## src/rtl/traffic_phase_controller.sv

```systemverilog
// N-phase signalised-junction controller: round-robin green/yellow/all-red with a
// tick-enable timebase, optional demand-actuated skipping and emergency preemption.
module traffic_phase_controller #(
  parameter  int NUM_PHASES   = 4,
  parameter  int CNT_W        = 4,
  parameter  int GREEN_TICKS  = 7,
  parameter  int YELLOW_TICKS = 2,
  parameter  int ALLRED_TICKS = 1,
  parameter  int DEMAND_MODE  = 0,
  localparam int PH_W         = (NUM_PHASES > 1) ? $clog2(NUM_PHASES) : 1
) (
  input  logic                    clk,
  input  logic                    rst,
  input  logic                    tick_en,
  input  logic [NUM_PHASES-1:0]   demand,
  input  logic                    preempt,
  output logic [3*NUM_PHASES-1:0] lights,
  output logic [CNT_W-1:0]        count,
  output logic [2:0]              ps,
  output logic [PH_W-1:0]         phase
);

  typedef enum logic [2:0] {
    S_ALLRED  = 3'd0,
    S_GREEN   = 3'd1,
    S_YELLOW  = 3'd2,
    S_PREEMPT = 3'd3
  } state_t;

  localparam logic [CNT_W-1:0] GREEN_LAST  = CNT_W'(GREEN_TICKS - 1);
  localparam logic [CNT_W-1:0] YELLOW_LAST = CNT_W'(YELLOW_TICKS - 1);
  localparam logic [CNT_W-1:0] ALLRED_LAST = CNT_W'(ALLRED_TICKS - 1);
  localparam logic [3*NUM_PHASES-1:0] ALL_RED = {NUM_PHASES{3'b100}};

  state_t                  r_state;
  logic [CNT_W-1:0]        r_count;
  logic [PH_W-1:0]         r_phase;
  logic [3*NUM_PHASES-1:0] r_lights;

  state_t                  w_state_nxt;
  logic [CNT_W-1:0]        w_count_nxt;
  logic [PH_W-1:0]         w_phase_nxt;
  logic [3*NUM_PHASES-1:0] w_lights_nxt;
  logic [CNT_W-1:0]        w_dur_last;
  logic                    w_expire;
  logic                    w_found;
  logic [PH_W-1:0]         w_sel;

  // Group index p+k folded back into 0..NUM_PHASES-1 (k never exceeds NUM_PHASES).
  function automatic logic [PH_W-1:0] wrap_add(input logic [PH_W-1:0] p, input int k);
    int s;
    s = int'(p) + k;
    if (s >= NUM_PHASES) s = s - NUM_PHASES;
    return PH_W'(s);
  endfunction

  // NOTE: every signal assigned in always_comb gets a default first, so no path
  // through the block leaves it unassigned and no latch is inferred.
  always_comb begin
    w_found = 1'b0;
    w_sel   = r_phase;
    if (DEMAND_MODE == 0) begin
      w_found = 1'b1;
      w_sel   = wrap_add(r_phase, 1);
    end else begin
      // Search starts after the last-served group; the final probe is that group itself.
      for (int i = 1; i <= NUM_PHASES; i++) begin
        if (!w_found && demand[wrap_add(r_phase, i)]) begin
          w_found = 1'b1;
          w_sel   = wrap_add(r_phase, i);
        end
      end
    end
  end

  always_comb begin
    w_dur_last = ALLRED_LAST;
    case (r_state)
      S_GREEN:  w_dur_last = GREEN_LAST;
      S_YELLOW: w_dur_last = YELLOW_LAST;
      default:  w_dur_last = ALLRED_LAST;
    endcase
    w_expire = tick_en && (r_count == w_dur_last);
  end

  always_comb begin
    w_state_nxt = r_state;
    w_count_nxt = r_count;
    w_phase_nxt = r_phase;
    case (r_state)
      S_ALLRED: begin
        if (w_expire) begin
          if (preempt) begin
            w_state_nxt = S_PREEMPT;
            w_count_nxt = '0;
          end else if (w_found) begin
            w_state_nxt = S_GREEN;
            w_count_nxt = '0;
            w_phase_nxt = w_sel;
          end
          // No demand anywhere: count parks at its last value and re-arms every tick.
        end else if (tick_en) begin
          w_count_nxt = r_count + CNT_W'(1);
        end
      end
      S_GREEN: begin
        if (preempt || w_expire) begin
          w_state_nxt = S_YELLOW;
          w_count_nxt = '0;
        end else if (tick_en) begin
          w_count_nxt = r_count + CNT_W'(1);
        end
      end
      S_YELLOW: begin
        if (w_expire) begin
          w_state_nxt = S_ALLRED;
          w_count_nxt = '0;
        end else if (tick_en) begin
          w_count_nxt = r_count + CNT_W'(1);
        end
      end
      S_PREEMPT: begin
        w_count_nxt = '0;
        if (!preempt) w_state_nxt = S_ALLRED;
      end
      default: begin
        w_state_nxt = S_ALLRED;
        w_count_nxt = '0;
      end
    endcase
  end

  // Lamp pattern is derived from the next state so lights change on the same edge as ps.
  always_comb begin
    w_lights_nxt = ALL_RED;
    for (int g = 0; g < NUM_PHASES; g++) begin
      if (PH_W'(g) == w_phase_nxt) begin
        if (w_state_nxt == S_GREEN)       w_lights_nxt[3*g +: 3] = 3'b001;
        else if (w_state_nxt == S_YELLOW) w_lights_nxt[3*g +: 3] = 3'b010;
      end
    end
  end

  // NOTE: state registers use non-blocking assignments so every register samples
  // the pre-edge values, independent of statement order.
  always_ff @(posedge clk) begin
    if (rst) begin
      r_state  <= S_ALLRED;
      r_count  <= '0;
      r_phase  <= PH_W'(NUM_PHASES - 1);
      r_lights <= ALL_RED;
    end else begin
      r_state  <= w_state_nxt;
      r_count  <= w_count_nxt;
      r_phase  <= w_phase_nxt;
      r_lights <= w_lights_nxt;
    end
  end

  assign ps     = r_state;
  assign count  = r_count;
  assign phase  = r_phase;
  assign lights = r_lights;

endmodule

```

## config.mk

```make
export PLATFORM = sky130hd
export DESIGN_NAME = traffic_phase_controller
export DESIGN_NICKNAME = d
export VERILOG_FILES = /design/src/rtl/traffic_phase_controller.sv
export SDC_FILE = /design/constraint.sdc
export NUM_CORES = 1
export LEC_CHECK = 0
export BUFFER_PORTS_ARGS = -buffer_cell sky130_fd_sc_hd__buf_2
export CORE_ASPECT_RATIO = 1.25
export CORE_UTILIZATION = 35
export CTS_CLUSTER_SIZE = 40
export DETAILED_ROUTE_END_ITERATION = 10
export PLACE_DENSITY = 0.61
export SLEW_MARGIN = 20
export SYNTH_ARGS = -nofsm -noshare
export SYNTH_HDL_FRONTEND = slang
export SYNTH_SLANG_ARGS = --single-unit
```

## constraint.sdc

```tcl
create_clock -name clk -period 4.3 [get_ports clk]
set_input_delay 0.215 -clock clk [delete_from_list [all_inputs] [get_ports clk]]
set_output_delay 0.215 -clock clk [all_outputs]
set_load 0.02 [all_outputs]
```

==> results of run 1 <==
placed cells by master, fill, tap and decap left out, types with 2 or more instances in the layout:
cell,n
buf_2,24
dfxtp_1,21
nor2_1,8
nor3_1,5
a21oi_1,5
nor2b_1,4
nand2_1,4
mux2i_1,4
clkbuf_4,3
xor2_1,2
xnor2_1,2
nand2b_1,2
and3_1,2
nand4b_1,2
or4b_1,2
a2111oi_2,2
inv_1,2
a31oi_1,2
a21o_1,2
a2111o_1,2
sequential cells by signal, indices dropped and copies added, names as in the netlist:
name,cells
lights,12
phase,2
ps,3
count,4
logic make-up (layout without fill, tap and decap cells):
logic type,Yosys count,count (layout),share of synthesized area [%]
buffers and inverters,9,30,4.913
adders and majority gates,1,1,1.228
other,1,1,0.3682
and+or+nand+nor,38,38,22.97
xor gates and xnor gates,4,4,3.440
muxes,4,4,3.931
AOI/OAI and AO/OA,25,25,21.87
DFF,21,21,41.28
metrics by stage:
stage	power [mW]	hold slack (ns)	worst slack [ns]	util, %
2_1_floorplan	0.2512	0.3165	2.371	-
3_3_place_gp	0.2601	0.4638	2.148	41.67
3_5_place_dp	0.2618	0.4762	2.103	41.67
4_1_cts	0.3560	0.1524	2.050	42.63
5_1_grt	0.3684	0.1494	1.841	42.63
6_report	0.3503	0.1556	2.045	42.63
power by group through the flow:
stage | registers (mW) | logic [mW] | clock network [mW]
floorplan | 0.214 | 0.0377 | 0
detailed placement | 0.213 | 0.0485 | 0
global route | 0.210 | 0.0529 | 0.105
CTS | 0.209 | 0.0488 | 0.0984
global placement | 0.213 | 0.0473 | 0
finish | 0.209 | 0.0485 | 0.0931
worst max-delay path by stage:
stage	startpoint	end	slack, ns	cells after the start
after floorplan	count[1]	lights[11]	2.37	6
after global placement	ps[1]	lights[10]	2.15	5
after detailed placement	ps[1]	lights[10]	2.10	5
after CTS	ps[1]	lights[10]	2.05	5
after global routing	ps[1]	lights[10]	1.84	5
final	ps[1]	lights[10]	2.04	5
layer usage:
metal  up-vias  track usage (%)
met3         5            2.206
li1        412                -
met4         0            7.500
met1       393            15.17
met5         -                0
met2        18            25.00
layout make-up:
class	count	area, um2
Multi-Input combinational cell	73	548.0
Sequential cell	21	420.4
Clock buffer	4	26.28
Fill cell	291	1568
Inverter	2	7.507
Timing Repair Buffer	24	120.1
Tap cell	34	42.54
==> summary.txt, run 1 <==
Outcome
  – Status: finished clean

Yosys
  – Yosys reg bits: 21
  – Synth top cells by count: dfxtp_1 (21), nor2_1 (8), a21oi_1 (5), nor3_1 (5)
  – Yosys warning count: 0
  – Ys flop type: dfxtp_1
  – Register area share after synthesis: 41.28%
  – EDFF count, synth: 0
  – Syn Std Cell Area: 1018 um2
  – Asr flop ratio synth: 0%
  – Top-count cell post-synth: dfxtp_1
  – Post-synthesis cell type count: 45
  – Top cells by area, synth: dfxtp_1 (41%), mux2i_1 (3.9%), a2111oi_2 (2.9%)
  – Mean Syn Cell Area: 9.888 um2
  – Total nets after synthesis: 112
  – Post-Syn Instances: 103
  – Yosys top cell by area: dfxtp_1
  – Top cell type's share of synthesized area: 41.28%

Power and ir drop
  – Share of power burned in combinational logic: 13.8%
  – Pleak: 0.4441 nW
  – Clock power frac: 26.6%
  – Switching pwr: 96.44 uW
  – Reg power frac: 59.6%
  – Internal power: 253.9 uW
  – Pwr Density: 300.8 nW/um2
  – Sw frac: 27.53%
  – Max IR drop VDD: 0.0001458 V

Floorplanning
  – # rows: 21
  – Top Ports: 29
  – Die Y: 62.31 um
  – Initial core utilization: 37.27%
  – Die width: 50.25 um
  – Die area: 3131 um2
  – Core ar.: 2733 um2

Clock tree
  – TritonCTS buffer count: 3
  – Post-CTS Hold Fix Bufs: 0
  – Clk pin slew, worst setup/hold paths: 0.11 ns
  – Total clock sinks: 21
  – Maximum buffer depth of the clock tree: 2
  – H-Tree Depth: 1
  – CTS root buffer: clkbuf_4
  – Post-cts sizing count: 0
  – Setup Buffers After CTS: 0
  – CTS tree: done
  – Clk_lat worst skew: 0.30 ns

Worst setup path
  – Worst Path Buf+Inv: 0
  – Crit path largest cell delay: 0.58 ns
  – CP Capture Type: register
  – Reg-to-Reg End: lights[10]
  – Reg2Reg Depth: 5
  – Worst endpoint required time: 4.48 ns
  – Critical path peak fanout: 12
  – Critical path's top delay family: compound AO/OA/AOI/OAI gates
  – Crit path DAT: 2.44 ns
  – Sequence of cells on the critical path: nor2b_1, a22oi_4, a21boi_2, o21ai_1, a2111oi_1
  – Worst Setup Path Type: reg -> reg
  – Worst r2r src: ps[1]
  – Slowest stage cell, crit path: dfxtp_1
  – FF-to-FF setup slack: 2.04 ns
  – Startpoint Class: register

Routing
  – WL final: 1960 um
  – Drt pass-1 iters: 4
  – Wire length on met1: 773 um
  – Detailed router's first-iteration violation count: 12
  – Total number of vias: 828
  – Routed vias/inst: 5.241
  – Top Metal Used: met4
  – DRC errors left: 0
  – Met3 wire length: 72 um
  – Routed wl met2: 1066 um
  – Routed len/inst: 12.41 um
  – ANT nets after route: 0

Global routing
  – Number of global-route vias before repair: 810
  – First-pass GRT wire length: 3387 um
  – GR Overflow Total: 0
  – Total GRT Usage: 13.99%
  – Largest net degree at the start of global routing: 19
  – Antenna violations before repair: 0

Placement
  – Number of port buffers: 24
  – Placed cell areas: 1139 um2
  – Dpl hpwl: 1460 um
  – Routability Congestion: 0.7224
  – Dpl cells: 154

Finish
  – Ant. Diodes: 0
  – Final std cell area, no fill: 1165 um2
  – Synth-to-Final Area Change: 14.37%
  – Layout cell share with drive strength beyond 1: 29.84%
  – Non-Filler Instances: 158
  – Nets: 134

Timing
  – Final setup violation count: 0
  – Fin. max-slew vios: 0
  – Unrepaired setup endpoints after global routing: no
  – Final clock period utilization by the worst path: 52.45%
  – Final hold violations: 0
  – Setup Skew: 0.009807 ns
  – Maximum clock frequency: 443.4 MHz
  – Min cycle time layout: 2.255 ns
  – Max-slew headroom: 66.51%
  – Setup_tns: 0 ns
  – Slew @ Worst Pin: 0.5016 ns

Min path
  – Hold endpoint: phase[0]
  – Worst hold path type: in -> reg
  – Worst hold stages: 2
  – Worst hold start: rst

Job
  – Max cap viols: 0
Note: power is estimated with default switching activity, not from simulation.
==> run 2, diff against run 1 <==
--- a/config.mk
+++ b/config.mk
@@ -5,6 +5,7 @@
 export SDC_FILE = /design/constraint.sdc
 export NUM_CORES = 1
 export LEC_CHECK = 0
+export ABC_AREA = 1
 export BUFFER_PORTS_ARGS = -buffer_cell sky130_fd_sc_hd__buf_2
 export CORE_ASPECT_RATIO = 1.25
 export CORE_UTILIZATION = 35
==> constraint.sdc (replaced) <==
create_clock -name clk -period 2.3 [get_ports clk]
set_input_delay 0.115 -clock clk [delete_from_list [all_inputs] [get_ports clk]]
set_output_delay 0.115 -clock clk [all_outputs]
set_load 0.02 [all_outputs]
==> run 2 against run 1 <==
  * Clock-buffer cell count shrank 1
  * Wire length down 1.7%
  * Utilization up 1.6 points
  * Non-clock buffer count is the same
  * Sequential power is 86% higher
  * Critical endpoint is now lights[5]
==> summary.txt, run 2 <==
Yosys
  – Top cell type's share of synthesized area: 41.33% (+0.051 points)
  – Yosys warning count: 0 (unchanged)
  – Total nets after synthesis: 140 (+25%)
  – Register area share after synthesis: 41.33% (+0.051 points)
  – Mean Syn Cell Area: 7.765 um2 (-21%)
  – Synth top cells by count: nand2_1 (27), dfxtp_1 (21), nor2_1 (19)
  – Post-Syn Instances: 131 (+27%)
  – Top cells by area, synth: dfxtp_1 (41%), nand2_1 (10%), nor2_1 (7.0%)
  – Yosys top cell by area: dfxtp_1
  – Ys flop type: dfxtp_1
  – Post-synthesis cell type count: 23 (-49%)
  – Yosys reg bits: 21 (unchanged)
  – Syn Std Cell Area: 1017 um2 (-0.12%)
  – Top-count cell post-synth: nand2_1
  – Asr flop ratio synth: 0% (unchanged)
  – EDFF count, synth: 0 (unchanged)

Global routing
  – Total GRT Usage: 13.16% (-0.83 points)
  – GR Util met1: 16.11% (+0.94 points)
  – GR Util met2: 23.00% (-2.0 points)
  – GR Overflow Total: 0 (unchanged)
  – Busiest grt layer: met2
  – Antenna violations before repair: 0 (unchanged)
  – Largest net degree at the start of global routing: 13 (-6)
  – GR Layer Usage met3: 2.451% (+0.25 points)
  – First-pass GRT wire length: 3236 um (-4.5%)
  – Number of global-route vias before repair: 768 (-5.2%)

Worst setup path
  – Worst endpoint required time: 2.50 ns (-1.98 ns)
  – Crit path DAT: 1.85 ns (-0.59 ns)
  – Critical path peak fanout: 7 (-5)
  – Worst Setup Path Type: reg -> reg
  – Slowest stage cell, crit path: dfxtp_1
  – Top cell by count, worst path: nand2_1
  – Crit path largest cell delay: 0.51 ns (-0.07 ns)
  – Startpoint Class: register
  – Sequence of cells on the critical path: inv_1, nand3_1, nand2_1, nand2_1, nand3_1, nand2_1, nand3_1, nor2_4, nand2_2, nand2_2, nand2_1
  – CP Capture Type: register

Clock tree
  – CTS root buffer: clkbuf_4
  – Post-CTS Hold Fix Bufs: 0 (unchanged)
  – CTS tree: done
  – Post-cts sizing count: 0 (unchanged)
  – Clk pin slew, worst setup/hold paths: 0.12 ns (about the same)
  – TritonCTS buffer count: 3 (unchanged)
  – Clk_lat worst skew: 0.30 ns (about the same)
  – Setup Buffers After CTS: 0 (unchanged)
  – Total clock sinks: 21 (unchanged)
  – Maximum buffer depth of the clock tree: 2 (unchanged)
  – H-Tree Depth: 1 (unchanged)

Timing
  – Final clock period utilization by the worst path: 71.78% (+19 points)
  – Min cycle time layout: 1.651 ns (-0.6043 ns)
  – Unrepaired setup endpoints after global routing: no
  – Setup_tns: 0 ns (unchanged)
  – Fin. max-slew vios: 0 (unchanged)
  – Setup Skew: 0.007717 ns (-0.002090 ns)
  – Maximum clock frequency: 605.7 MHz (+37%)
  – Final setup violation count: 0 (unchanged)
  – Final hold violations: 0 (unchanged)

Routing
  – Total number of vias: 874 (+5.6%)
  – Drt pass-1 iters: 4 (unchanged)
  – Detailed router's first-iteration violation count: 25 (+13)
  – Routed len/inst: 9.979 um (-20%)
  – Routed vias/inst: 4.528 (-14%)
  – WL final: 1926 um (-1.7%)
  – DRC errors left: 0 (unchanged)
  – ANT nets after route: 0 (unchanged)

Finish
  – Max reg flops: 12 (unchanged)
  – Most common cell after layout, fill and taps aside: nand2_1
  – Ant. Diodes: 0 (unchanged)
  – Nets: 169 (+26%)
  – Synth-to-Final Area Change: 18.70%
  – Non-Filler Instances: 193 (+22%)
  – Most frequent cells in the layout: nand2_1 (27), buf_2 (24), dfxtp_1 (21), nor2_1 (19), inv_1 (14)
  – Layout cell share with drive strength beyond 1: 32.70% (+2.9 points)

Placement
  – Dpl hpwl: 1555 um (+6.5%)
  – Routability Congestion: 0.8105 (+12%)
  – Number of port buffers: 24 (unchanged)
  – Dpl cells: 189 (+23%)

Outcome
  – Status: finished clean

Job
  – Max cap viols: 0 (unchanged)

Floorplanning
  – Initial core utilization: 37.23% (-0.046 points)
  – Top Ports: 29 (unchanged)
  – Core ar.: 2733 um2 (unchanged)
  – Die width: 50.22 um (about the same)
  – Die area: 3127 um2 (-0.12%)
  – # rows: 21 (unchanged)
  – Die Y: 62.28 um (about the same)

Min path
  – Worst hold path type: in -> reg

Power and ir drop
  – Max IR drop VDD: 0.0003467 V (+140%)
  – Pleak: 0.5993 nW (+35%)
  – Pwr Density: 581.4 nW/um2 (+93%)
run 2: changes by cell type in the layout (fill, tap and decap cells not counted), sizes merged, moves of 3 or more:
cell     delta
nand4       +3
a21oi       -6
a2111oi     -3
inv        +12
nor2b       -4
nor2       +19
mux2i       -4
nand3      +10
nand2      +35
run 2: final timing paths:
kind,endpoint,slack (ns),cells past startpoint,startpoint
setup reg to reg,lights[5],0.65,11,ps[0]
setup / recovery,lights[5],0.65,11,ps[0]
hold / removal,ps[0],0.04,2,rst
hold reg to reg,lights[10],0.55,2,phase[1]
run 2: cell type report:
class,instances,area (um2)
Inverter,14,52.55
Tap cell,34,42.54
Multi-Input combinational cell,96,544.3
Sequential cell,21,420.4
Clock buffer,3,22.52
Fill cell,295,1525
Clock inverter,1,5.005
Timing Repair Buffer,24,120.1
run 2: worst max-delay path, delay by kind of cell (launching register included):
family | cells | cell delay, ns
buf+inv | 1 | 0.11
simple gates | 10 | 0.92
flops | 1 | 0.51
run 2: logic make-up after synthesis:
logic type | synth area share [%]
AO/OA/AOI/OAI | 3.075
XOR/XNOR | 3.445
adder cells (fa/ha/maj) | 1.230
buffers and inverters | 5.166
flip-flops | 41.33
other | 0.3686
AND/OR/NAND/NOR | 45.39
run 2: metrics by stage:
stage,area (um2),hold slack (ns),util (%),total power [mW],setup WS (ns)
global placement,1180,0.3807,43.18,0.5309,0.7020
CTS,1207,0.03937,44.19,0.7128,0.6555
floorplan,1017,0.1874,-,0.4988,0.7108
global route,1207,0.03993,44.19,0.7469,0.4687
detailed placement,1180,0.3743,43.18,0.5338,0.6876
finish,1207,0.04313,44.19,0.7020,0.6491
run 2: layer usage:
layer	vias up	routed length, um
met1	390	867
met5	-	0
li1	465	-
met4	0	12
met3	2	89
met2	17	956
run 2: report_power, final:
part	total [mW]	leakage, nW	internal (mW)	switching (mW)
Clock	0.177	0.0177	0.0647	0.112
Combinational	0.137	0.411	0.0445	0.0929
Sequential	0.388	0.171	0.375	0.0121
